$ cat src/rtl/wam_pkg.sv
// Shared definitions for the window alarm monitor: FSM state encoding and
// default sizing constants.
package wam_pkg;

  localparam int W_DEF        = 8;
  localparam int DEBOUNCE_DEF = 3;
  localparam int CNT_W_DEF    = 8;
  localparam int RUN_W        = 4;   // holds a run length up to 15

  typedef enum logic [2:0] {
    ST_OK       = 3'd0,
    ST_PEND_HI  = 3'd1,
    ST_PEND_LO  = 3'd2,
    ST_ALARM_HI = 3'd3,
    ST_ALARM_LO = 3'd4
  } state_e;

endpackage

$ cat src/rtl/mag_cmp_w.sv
// Combinational W-bit unsigned magnitude comparator (a versus b).
module mag_cmp_w #(
  parameter int W = 8
) (
  input  logic [W-1:0] a,
  input  logic [W-1:0] b,
  output logic         lt,
  output logic         eq,
  output logic         gt
);

  assign lt = (a <  b);
  assign eq = (a == b);
  assign gt = (a >  b);

endmodule

$ cat src/rtl/window_alarm_monitor.sv
// Compares a sample stream against programmable thresholds, debounces
// out-of-window runs into sticky alarms and counts alarm entries.
module window_alarm_monitor
  import wam_pkg::*;
#(
  parameter int W        = W_DEF,
  parameter int DEBOUNCE = DEBOUNCE_DEF,
  parameter int CNT_W    = CNT_W_DEF
) (
  input  logic             clk,
  input  logic             rst,
  input  logic             cfg_wr,
  input  logic [W-1:0]     cfg_lo,
  input  logic [W-1:0]     cfg_hi,
  input  logic             in_valid,
  input  logic [W-1:0]     in_data,
  output logic             in_ready,
  output logic             out_valid,
  output logic             res_above,
  output logic             res_below,
  output logic             alarm_hi,
  output logic             alarm_lo,
  output logic             cfg_err,
  output logic [2:0]       state_o,
  output logic [CNT_W-1:0] viol_cnt
);

  localparam logic [RUN_W-1:0] DB = RUN_W'(DEBOUNCE);

  logic [W-1:0]     r_lo;
  logic [W-1:0]     r_hi;
  logic             r_cfg_err;
  logic             r_out_valid;
  logic             r_res_above;
  logic             r_res_below;
  state_e           r_state;
  logic [RUN_W-1:0] r_run;
  logic [CNT_W-1:0] r_viol;

  logic w_accept;
  logic w_hi_lt, w_hi_eq, w_hi_gt;
  logic w_lo_lt, w_lo_eq, w_lo_gt;
  logic w_above, w_below, w_inside;
  logic [RUN_W-1:0] w_run_inc;

  mag_cmp_w #(.W(W)) u_cmp_hi (
    .a  (in_data),
    .b  (r_hi),
    .lt (w_hi_lt),
    .eq (w_hi_eq),
    .gt (w_hi_gt)
  );

  mag_cmp_w #(.W(W)) u_cmp_lo (
    .a  (in_data),
    .b  (r_lo),
    .lt (w_lo_lt),
    .eq (w_lo_eq),
    .gt (w_lo_gt)
  );

  // Configuration writes take priority, so a sample offered alongside stalls.
  assign in_ready  = !cfg_wr && !rst;
  assign w_accept  = in_valid && in_ready;
  assign w_above   = w_hi_gt;
  assign w_below   = w_lo_lt;
  assign w_inside  = (w_lo_gt || w_lo_eq) && (w_hi_lt || w_hi_eq);
  assign w_run_inc = r_run + RUN_W'(1);

  function automatic logic [CNT_W-1:0] sat_inc(input logic [CNT_W-1:0] v);
    return (&v) ? v : v + CNT_W'(1);
  endfunction

  // NOTE: sequential state uses non-blocking assignments so every register
  // samples pre-edge values regardless of statement order.
  always_ff @(posedge clk or posedge rst) begin
    if (rst) begin
      r_lo        <= '0;
      r_hi        <= '1;
      r_cfg_err   <= 1'b0;
      r_out_valid <= 1'b0;
      r_res_above <= 1'b0;
      r_res_below <= 1'b0;
      r_state     <= ST_OK;
      r_run       <= '0;
      r_viol      <= '0;
    end else begin
      r_out_valid <= w_accept;

      if (cfg_wr) begin
        r_lo      <= cfg_lo;
        r_hi      <= cfg_hi;
        r_cfg_err <= (cfg_lo > cfg_hi);
      end

      if (w_accept) begin
        r_res_above <= w_above && !r_cfg_err;
        r_res_below <= w_below && !r_cfg_err;
      end

      // An inverted window is meaningless, so the debouncer is held idle.
      if (r_cfg_err) begin
        r_state <= ST_OK;
        r_run   <= '0;
      end else if (w_accept) begin
        case (r_state)
          ST_OK, ST_PEND_HI, ST_PEND_LO: begin
            if (w_above) begin
              if (r_state == ST_PEND_HI && w_run_inc < DB) begin
                r_run <= w_run_inc;
              end else if ((r_state == ST_PEND_HI) || DB == RUN_W'(1)) begin
                r_state <= ST_ALARM_HI;
                r_run   <= '0;
                r_viol  <= sat_inc(r_viol);
              end else begin
                r_state <= ST_PEND_HI;
                r_run   <= RUN_W'(1);
              end
            end else if (w_below) begin
              if (r_state == ST_PEND_LO && w_run_inc < DB) begin
                r_run <= w_run_inc;
              end else if ((r_state == ST_PEND_LO) || DB == RUN_W'(1)) begin
                r_state <= ST_ALARM_LO;
                r_run   <= '0;
                r_viol  <= sat_inc(r_viol);
              end else begin
                r_state <= ST_PEND_LO;
                r_run   <= RUN_W'(1);
              end
            end else if (w_inside) begin
              r_state <= ST_OK;
              r_run   <= '0;
            end
          end
          ST_ALARM_HI: begin
            if (w_above) begin
              r_run <= '0;
            end else if (w_run_inc >= DB) begin
              r_state <= ST_OK;
              r_run   <= '0;
            end else begin
              r_run <= w_run_inc;
            end
          end
          ST_ALARM_LO: begin
            if (w_below) begin
              r_run <= '0;
            end else if (w_run_inc >= DB) begin
              r_state <= ST_OK;
              r_run   <= '0;
            end else begin
              r_run <= w_run_inc;
            end
          end
          default: begin
            r_state <= ST_OK;
            r_run   <= '0;
          end
        endcase
      end
    end
  end

  assign out_valid = r_out_valid;
  assign res_above = r_res_above;
  assign res_below = r_res_below;
  assign cfg_err   = r_cfg_err;
  assign alarm_hi  = (r_state == ST_ALARM_HI);
  assign alarm_lo  = (r_state == ST_ALARM_LO);
  assign state_o   = r_state;
  assign viol_cnt  = r_viol;

endmodule

$ cat config.mk
export PLATFORM = sky130hd
export DESIGN_NAME = window_alarm_monitor
export DESIGN_NICKNAME = d
export VERILOG_FILES = /design/src/rtl/wam_pkg.sv /design/src/rtl/mag_cmp_w.sv /design/src/rtl/window_alarm_monitor.sv
export SDC_FILE = /design/constraint.sdc
export NUM_CORES = 1
export LEC_CHECK = 0
export ABC_AREA = 1
export BUFFER_PORTS_ARGS = -buffer_cell sky130_fd_sc_hd__buf_2
export CORE_ASPECT_RATIO = 2
export CORE_MARGIN = 2
export CORE_UTILIZATION = 47
export CTS_CLUSTER_DIAMETER = 60
export DETAILED_ROUTE_END_ITERATION = 12
export GPL_TIMING_DRIVEN = 0
export PLACE_DENSITY = 0.76
export SYNTH_ARGS = -nofsm -noshare
export SYNTH_HDL_FRONTEND = slang
export SYNTH_HIERARCHICAL = 1
export SYNTH_SLANG_ARGS = --single-unit
$ cat constraint.sdc
create_clock -name clk -period 3.3 [get_ports clk]
set_input_delay 0.66 -clock clk [delete_from_list [all_inputs] [get_ports clk]]
set_output_delay 0.66 -clock clk [all_outputs]
set_load 0.05 [all_outputs]
Word-level counts from Yosys, hierarchy flattened
Index checks and enable logic that the tools add are counted.
{"block": "word_totals", "ff_bits": 35, "inputBits": 28, "wordCells": 87}
{"block": "classes", "addsub": 2, "order_cmp": 7, "n_eq_ne": 14, "muxes": 33, "bitwise_logic": 1, "n_reduce_logical": 21}
{"operator": "2-to-1 mux 8 bit", "count": 7}
{"operator": "2-to-1 mux 4 bit", "count": 10}
{"operator": "2-to-1 mux 3 bit", "count": 11}
{"operator": "> comparator 8 bit", "count": 3}
{"operator": "== test 8 bit", "count": 2}
{"operator": "< comparator 8 bit", "count": 2}
{"operator": "AND reduction 8 bit", "count": 2}
{"operator": "one-hot mux 4 bit (3 select lines)", "count": 1}
{"operator": "!= test 5 bit, second input constant", "count": 2}
{"operator": "one-hot mux 3 bit (3 select lines)", "count": 1}
{"operator": "adder 8 x 1 -> 8 bit, second input constant", "count": 1}
{"operator": "logical AND 1 bit", "count": 7}
{"operator": "== test 3 x 2 -> 1 bit, second input constant", "count": 2}
{"operator": "!= test 3 bit, second input constant", "count": 2}
{"operator": "AND reduction 6 bit", "count": 1}
{"operator": "nonzero test 2 bit", "count": 3}
{"operator": "adder 4 x 1 -> 4 bit, second input constant", "count": 1}
{"operator": "greater-or-equal comparator 4 x 2 -> 1 bit, second input constant", "count": 1}
{"operator": "< comparator 4 x 2 -> 1 bit, second input constant", "count": 1}
{"operator": "!= test 2 bit, second input constant", "count": 2}
{"operator": "!= test 4 bit, second input constant", "count": 1}
{"operator": "== test 3 x 1 -> 1 bit, second input constant", "count": 1}
{"operator": "== test 3 bit, second input constant", "count": 1}
{"operator": "zero test 1 bit", "count": 3}
{"operator": "8 further kinds", "count": 10}

Longest topological paths before layout
Gate-level depths: netlist of run 1.
{"block": "logic_depth", "word_depth": 9, "ltp_mapped": 18, "mapped_depth_nobuf": 18}

Modules after synthesis
The synthesis of run 1 kept the hierarchy.
{"mod": "window_alarm_monitor", "n_inst": 1, "cells_each": 260, "area_each_um2": 2000.7, "seq_area_each_um2": 885.8}
{"mod": "mag_cmp_w", "n_inst": 2, "cells_each": 38, "area_each_um2": 244.0, "seq_area_each_um2": 0.0}

Least setup slack after synthesis of run 1
OpenSTA, ideal clock, no wires.
{"block": "synth_path", "kind": "input-to-reg", "from": "input in_data[7]", "to": "register r_state[2] (netlist: state_o[2])", "arrival_ns": 2.157, "setup_slack_ns": 1.023, "cell_stages": 14, "cell_sequence": "ha_1 nand2_2 a21oi_2 nor2_2 a21oi_1 inv_1 nand2_1 inv_1 nand3_1 nor2_1 nor2_2 nand2_2 nand2_1 nand2_1"}
{"block": "synth_between", "word_cells_on_any_way": 20}
{"item": "from (decl)", "line_no": "window_alarm_monitor.sv:16", "rtl": "input logic [W-1:0] in_data,"}
{"item": "> comparator 8 bit *", "line_no": "mag_cmp_w.sv:14", "rtl": "assign gt = (a > b);"}
{"item": "via w_above", "line_no": "window_alarm_monitor.sv:43", "rtl": "logic w_above, w_below, w_inside;"}
{"item": "2-to-1 mux 3 bit", "line_no": "window_alarm_monitor.sv:108", "rtl": "if (w_above) begin"}
{"item": "one-hot mux 3 bit (3 select lines)", "line_no": "window_alarm_monitor.sv:106", "rtl": "case (r_state)"}
{"item": "2-to-1 mux 3 bit", "line_no": "window_alarm_monitor.sv:105", "rtl": "end else if (w_accept) begin"}
{"item": "2-to-1 mux 3 bit", "line_no": "window_alarm_monitor.sv:102", "rtl": "if (r_cfg_err) begin"}
{"item": "to (signal assigned)", "line_no": "window_alarm_monitor.sv:103", "rtl": "r_state <= ST_OK;"}
{"item": "to (signal assigned)", "line_no": "window_alarm_monitor.sv:112", "rtl": "r_state <= ST_ALARM_HI;"}
{"item": "to (signal assigned)", "line_no": "window_alarm_monitor.sv:116", "rtl": "r_state <= ST_PEND_HI;"}
{"item": "to (decl)", "line_no": "window_alarm_monitor.sv:36", "rtl": "state_e r_state;"}
The timed path passes the listed nets; every way through them passes the cells marked *. The select of a mux whose other input is x is not followed.
A chain may end at the register's enable or synchronous reset.

Worst setup path after layout of run 1
{"block": "layout_path", "from": "register r_hi[1]", "to": "register r_state[2] (netlist: state_o[2])"}
{"block": "layout_between", "elab_chain_cells": 5, "word_cells_on_any_way": 14}
{"item": "from (decl)", "line_no": "window_alarm_monitor.sv:31", "rtl": "logic [W-1:0] r_hi;"}
{"item": "from (signal assigned)", "line_no": "window_alarm_monitor.sv:92", "rtl": "r_hi <= cfg_hi;"}
{"item": "> comparator 8 bit *", "line_no": "mag_cmp_w.sv:14"}
{"item": "via w_above", "line_no": "window_alarm_monitor.sv:43"}
{"item": "2-to-1 mux 3 bit", "line_no": "window_alarm_monitor.sv:108"}
{"item": "one-hot mux 3 bit (3 select lines)", "line_no": "window_alarm_monitor.sv:106"}
{"item": "2-to-1 mux 3 bit", "line_no": "window_alarm_monitor.sv:105"}
{"item": "2-to-1 mux 3 bit", "line_no": "window_alarm_monitor.sv:102"}
Marks and branches as above.

==> impl_metrics.json, run 1 <==
{
  "clk_latency_ps": 280,
  "hold_ws_ps": 470,
  "cts.path.max_buffers": 2,
  "ir_drop_mv": 0.348,
  "leakagePower_nw": 1.67,
  "synth_edf_count": 0,
  "fmax_mhz": 409,
  "synth_top_cell_area_share_pct": 27.1,
  "clkPwrFrac_pct": 24.2,
  "place_congestion": 0.890,
  "crit_path_frequent_cell": "nand2_1",
  "dieWidth_um": 55.5,
  "fin_ws_ps": 856,
  "port_buffers": 45,
  "rsz0062_at_grt": "no",
  "relSlewSlack_pct": 51.7,
  "synthArstFlopShare_pct": 100,
  "swShare_pct": 39.4,
  "grt_pass1_wl_mm": 8.96,
  "first_global_vias": 2255,
  "tritoncts": "built",
  "drive_above_1_share_pct": 24.7,
  "synth_area_leader_cell": "dfrtp_1",
  "crit_start": "r_hi[1]",
  "finClkSkew_ps": 3.55,
  "first_pass_iters": 4,
  "cp.arrival_ps": 2620,
  "worst-setup-path-type": "reg -> reg",
  "p_seq_share_pct": 39.1,
  "first_iter_violations": 30,
  "ctsHoldBuffers": 0,
  "period_minus_slack_ps": 2440,
  "cp_slowest_cell": "dfstp_2",
  "num_antenna_cells": 0,
  "die_area_mm2": 0.00593,
  "antenna_left": 0,
  "vias": 2202,
  "syn2layout_area_growth_pct": 16.0,
  "cts.clk_slew.worst_paths_ps": 60,
  "path_buf_inv": 3,
  "setup_viol": 0,
  "seq_area_frac_synth_pct": 35.6,
  "cts_buffers": 5,
  "setup_tns_ps": 0,
  "viasPerCell": 4.93,
  "initial_core_util_pct": 48.4,
  "cts_sinks": 35,
  "drv_cap": 0,
  "grt_max_degree": 36,
  "synth.net_count": 391,
  "p_switching_uw": 545,
  "ys.flop_type": "dfrtp_1",
  "core_mm2": 0.00514,
  "worst_slew_pin_slew_ps": 723,
  "worstPathMaxFanout": 6,
  "io_pins": 46,
  "required_ps": 3470,
  "track_usage_pct": 18.8,
  "timing.rr.start": "r_hi[1]",
  "post_cts_buffers": 0,
  "fin_crit_sh_pct": 74.1,
  "yosysUniqueCellTypes": 30,
  "internal_power_uw": 837,
  "crit_path_start_kind": "flip-flop",
  "syn_area_per_cell_um2": 7.41,
  "totalWireLength_mm": 5.10,
  "hold_viol": 0,
  "holdCritStartpoint": "r_lo[2]",
  "max_stage_delay_ps": 530,
  "path_delay_family": "simple AND/OR/NAND/NOR gates",
  "outcome": "completed",
  "pre_cts_ws_ps": 632,
  "syn_inst": 336,
  "yosysMostFrequentCell": "nand2_1",
  "path_cells": "inv_1, ha_1, nand2_1, nand2_1, nand2_1, nand2_1, nand2_1, a21oi_1, inv_1, nand2_1, inv_1, nand3_1, nor2_1, nor2_2, nand2_2, nand2_1, nand2_1",
  "synth_warnings": 6,
  "comb_power_share_pct": 36.7,
  "synth-seq-cells": 35,
  "cts_resized": 0,
  "power_density_mw_per_mm2": 479,
  "grt_overflow": 0,
  "hpwl_mm": 4.29,
  "drcViolationCount": 0,
  "nets": 443,
  "yosys-top-cells-count": "nand2_1 (107), inv_1 (50), dfrtp_1 (27), ha_1 (27), nor2_1 (26)",
  "die_h_um": 107,
  "drv_slew": 0,
  "antenna_found_initial": 0,
  "cts_root_buf": "clkbuf_8",
  "row_count": 37,
  "rrSetupSlack_ps": 860,
  "hold_path.class": "reg -> reg",
  "p_total_mw": 1.38,
  "synth_area_leaders": "dfrtp_1 (27%), nand2_1 (16%), ha_1 (14%), dfstp_2 (8.4%), inv_1 (7.5%)",
  "netlist_area_mm2": 0.00249,
  "crit_path_end_kind": "flip-flop",
  "wl_per_cell_um": 11.4,
  "htreeDepth": 2
}
## per-stage QoR
| step | util (%) | instance area [um2] | std cells |
|---|---|---|---|
| after CTS | 56.2 | 2890 | 447 |
| after floorplan | - | 2490 | 336 |
| after detailed placement | 54.2 | 2790 | 439 |
| final | 56.2 | 2890 | 447 |
| after global placement | 54.2 | 2790 | 439 |
| after global routing | 56.2 | 2890 | 447 |
## worst min-delay path, cell delays in order (launching register included)
cell     delay [ps]
dfrtp_1         340
nand2_1          50
nand2_1          40
## flip-flops by register name, indices dropped and copies added, names as in the netlist
name	count
state_o	3
res_below	1
res_above	1
out_valid	1
r_run	4
r_hi	8
r_lo	8
cfg_err	1
viol_cnt	8
## power groups by stage
stage / sequential [mW] / combinational [mW] / clock (mW)
2_1_floorplan: 0.620 / 0.314 / 0
3_3_place_gp: 0.546 / 0.501 / 0
3_5_place_dp: 0.549 / 0.510 / 0
4_1_cts: 0.541 / 0.512 / 0.344
5_1_grt: 0.549 / 0.572 / 0.363
6_report: 0.541 / 0.507 / 0.334
## worst paths after layout
kind,end,cells after the start
worst max-delay path,state_o[2],17
worst min-delay path,r_lo[2],2
worst max register to register,state_o[2],17
worst min register to register,r_lo[2],2
max in group asynchronous,cfg_err,2
min in group asynchronous,r_lo[3],2
## cell type report
class | instances | area [um2]
fill | 480 | 2250
multi-input combinational | 240 | 1370
sequential | 35 | 886
timing repair buffer | 45 | 225
inverter | 57 | 214
clock buffer | 8 | 100
tap | 58 | 72.6
buffer | 4 | 23.8
## logic make-up after synthesis
family | share of synthesized area, %
buf+inv | 9.55
compound gates | 7.39
fa+ha+maj | 13.6
xor+xnor | 2.46
flops | 35.6
simple gates | 31.4
## per-layer routing
layer  wire, um  GRT usage (%)  up-vias
li1           -              -     1146
met1       1750           15.9     1011
met2       3110           40.3       33
met3         94           1.93       12
met4        144           9.06        0
met5          0              0        -
## placed cells by master (no fill, tap or decap), types with 7 or more instances in the layout
cell	n
nand3_1	14
inv_2	7
nand2_1	107
o21ai_0	13
inv_1	49
ha_1	27
dfrtp_1	27
nor2_1	26
clkbuf_8	7
dfstp_2	8
a21oi_1	8
buf_2	46
nand2_2	8
Power figures use the tool's default switching activity.
==> run 2: changes to the inputs <==
--- a/config.mk
+++ b/config.mk
@@ -5,7 +5,7 @@
 export SDC_FILE = /design/constraint.sdc
 export NUM_CORES = 1
 export LEC_CHECK = 0
-export ABC_AREA = 1
+export ABC_AREA = 0
 export BUFFER_PORTS_ARGS = -buffer_cell sky130_fd_sc_hd__buf_2
 export CORE_ASPECT_RATIO = 2
 export CORE_MARGIN = 2
==> constraint.sdc (replaced) <==
create_clock -name clk -period 2.5 [get_ports clk]
set_input_delay 0.5 -clock clk [delete_from_list [all_inputs] [get_ports clk]]
set_output_delay 0.5 -clock clk [all_outputs]
set_load 0.05 [all_outputs]
==> run 2 against run 1 <==
Net effect: worst setup slack worse by 960 ps; synthesized area is 3.3% lower; combinational power is 47% higher; via count is 8.9% lower; critical path type unchanged; critical path depth is 5 lower; clock skew is 1.6 ps higher; critical endpoint is now viol_cnt[7]; maximum frequency is 6.2% lower; the run now ends with setup timing left; wire length is 15% higher; global-route usage is 2.5 points higher.
==> impl_metrics.json, run 2 <==
{
  "grt_max_degree": 36,
  "swShare_pct": 38.0,
  "multi_input_area_mm2": 0.00156,
  "syn2layout_area_growth_pct": 28.3,
  "row_count": 36,
  "cts.clk_slew.worst_paths_ps": 80,
  "clk_latency_ps": 290,
  "synth_area_leaders": "dfrtp_1 (28%), ha_1 (14%), dfstp_2 (8.7%), mux2_2 (7.5%), inv_1 (4.8%)",
  "tritoncts": "built",
  "ys.flop_type": "dfrtp_1",
  "ctsHoldBuffers": 0,
  "crit_path_end_kind": "flip-flop",
  "synth.net_count": 296,
  "worst_slew_pin_slew_ps": 766,
  "fin_ws_ps": -107,
  "hold_path.class": "in -> async",
  "fin_crit_sh_pct": 104,
  "drive_above_1_share_pct": 42.9,
  "seq_area_frac_synth_pct": 36.8,
  "relSlewSlack_pct": 48.9,
  "dieWidth_um": 54.6,
  "synth_warnings": 6,
  "rsz0062_at_grt": "yes",
  "cts.path.max_buffers": 2,
  "grt_overflow": 0,
  "cts_buffers": 5,
  "drv_cap": 0,
  "internal_power_mw": 1.21,
  "antenna_left": 0,
  "syn_area_per_cell_um2": 9.99,
  "io_pins": 46,
  "hold_viol": 0,
  "comb_power_share_pct": 38.2,
  "first_pass_iters": 4,
  "yosys-top-cells-count": "inv_1 (31), dfrtp_1 (27), ha_1 (27)",
  "place_congestion": 0.839,
  "first_global_vias": 1987,
  "synth_area_leader_cell": "dfrtp_1",
  "first_iter_violations": 51,
  "fmax_mhz": 384,
  "die_h_um": 105,
  "final_cell_mix": "buf_2 (46), inv_1 (29), dfrtp_1 (27), ha_1 (21), mux2_2 (16)",
  "clkPwrFrac_pct": 26.6,
  "violations": "setup timing",
  "nets": 355,
  "worst-setup-path-type": "reg -> reg",
  "hpwl_mm": 4.35,
  "p_seq_share_pct": 35.2,
  "ir_drop_mv": 0.498,
  "totalWireLength_mm": 5.85,
  "syn_inst": 241,
  "vias": 2005,
  "viasPerCell": 5.60,
  "synth_edf_count": 0,
  "cts_sinks": 35,
  "die_area_mm2": 0.00574,
  "synth-seq-cells": 35,
  "port_buffers": 45,
  "required_ps": 2680,
  "wl_per_cell_um": 16.3,
  "num_antenna_cells": 0,
  "cts_root_buf": "clkbuf_8",
  "worstPathMaxFanout": 6,
  "drcViolationCount": 0,
  "yosysUniqueCellTypes": 49,
  "antenna_found_initial": 0,
  "leakagePower_nw": 1.52,
  "period_minus_slack_ps": 2610,
  "setup_viol": 11,
  "seq_area_um2": 886,
  "post-route-util_pct": 62.9,
  "p_switching_uw": 742,
  "drv_slew": 0,
  "track_usage_pct": 21.3,
  "layout_commonest_cell": "buf_2",
  "netlist_area_mm2": 0.00241,
  "finClkSkew_ps": 5.16,
  "yosysMostFrequentCell": "inv_1",
  "synthArstFlopShare_pct": 100,
  "fillers": 402,
  "grt_pass1_wl_mm": 8.96,
  "outcome": "finished with violations",
  "htreeDepth": 2,
  "power_density_mw_per_mm2": 633,
  "initial_core_util_pct": 49.0,
  "cp.arrival_ps": 2790,
  "final_area_mm2": 0.00309,
  "postPlaceCellArea_mm2": 0.00273,
  "crit_path_start_kind": "flip-flop",
  "setup_tns_ps": -821,
  "synth_top_cell_area_share_pct": 28.1,
  "core_mm2": 0.00491
}
==> run 2: final cells by class <==
type / count / area share (%)
Tap cell: 57 / 2.31
Clock buffer: 5 / 2.23
Buffer: 6 / 1.05
Multi-Input combinational cell: 167 / 50.4
Timing Repair Buffer: 52 / 9.76
Sequential cell: 35 / 28.7
Inverter: 33 / 4.17
Clock inverter: 3 / 1.42
==> run 2: power by group through the flow <==
stage / Sequential, mW / Combinational, mW / Clock (mW)
6_report: 0.689 / 0.747 / 0.520
5_1_grt: 0.697 / 0.804 / 0.552
4_1_cts: 0.686 / 0.696 / 0.525
3_5_place_dp: 0.697 / 0.635 / 0
3_3_place_gp: 0.695 / 0.620 / 0
2_1_floorplan: 0.781 / 0.386 / 0
==> run 2: per-stage QoR <==
step	hold slack [ps]	setup slack, ps	power (mW)	instances
floorplan	481	-29.1	1.17	241
global placement	471	-349	1.31	343
detailed placement	476	-428	1.33	343
CTS	458	-121	1.91	356
global route	427	-191	2.05	358
finish	381	-107	1.96	358
==> run 2: cell families after synthesis <==
| family | Yosys count | share of synthesized area, % |
|---|---|---|
| muxes | 19 | 8.94 |
| AOI/OAI and AO/OA | 52 | 16.2 |
| and+or+nand+nor | 61 | 14.4 |
| adders and majority gates | 27 | 14.0 |
| xor gates and xnor gates | 8 | 2.91 |
| DFF | 35 | 36.8 |
| buffers and inverters | 39 | 6.65 |
==> run 2: what timing repair did <==
item,4_1_cts,5_1_grt
resized for setup,12,21
pin swaps,12,9
setup buffers,5,2
setup endpoints to repair,15,16
==> run 2: path summary, 6_finish.rpt <==
check                      startpoint  depth (start not counted)          end  slack (ps)
setup / recovery              r_hi[1]                         12  viol_cnt[7]        -110
max in group asynchronous         rst                          2      r_lo[5]        1640
hold / removal                    rst                          2      cfg_err         380
hold reg to reg             res_above                          2    res_above         480
setup reg to reg              r_hi[1]                         12  viol_cnt[7]        -110
min in group clk            cfg_hi[2]                          2      r_hi[2]         460
==> run 2: metal layers <==
metal / vias to the layer above / routed length, um / track usage, %
met5: - / 0 / 0
met4: 0 / 209 / 8.57
met3: 18 / 165 / 2.69
met2: 55 / 3440 / 40.7
met1: 962 / 2040 / 20.7
li1: 970 / - / -
==> run 2: critical path: stages (launching register included) <==
cell and delay [ps]:
dfstp_2 540, inv_2 40, ha_4 200, nor2b_4 120, o211ai_2 140, a21oi_2 100
o21ba_4 250, and4bb_2 330, o2111ai_4 130, a31oi_4 230, buf_12 160, nand4_1 110
xnor2_1 140
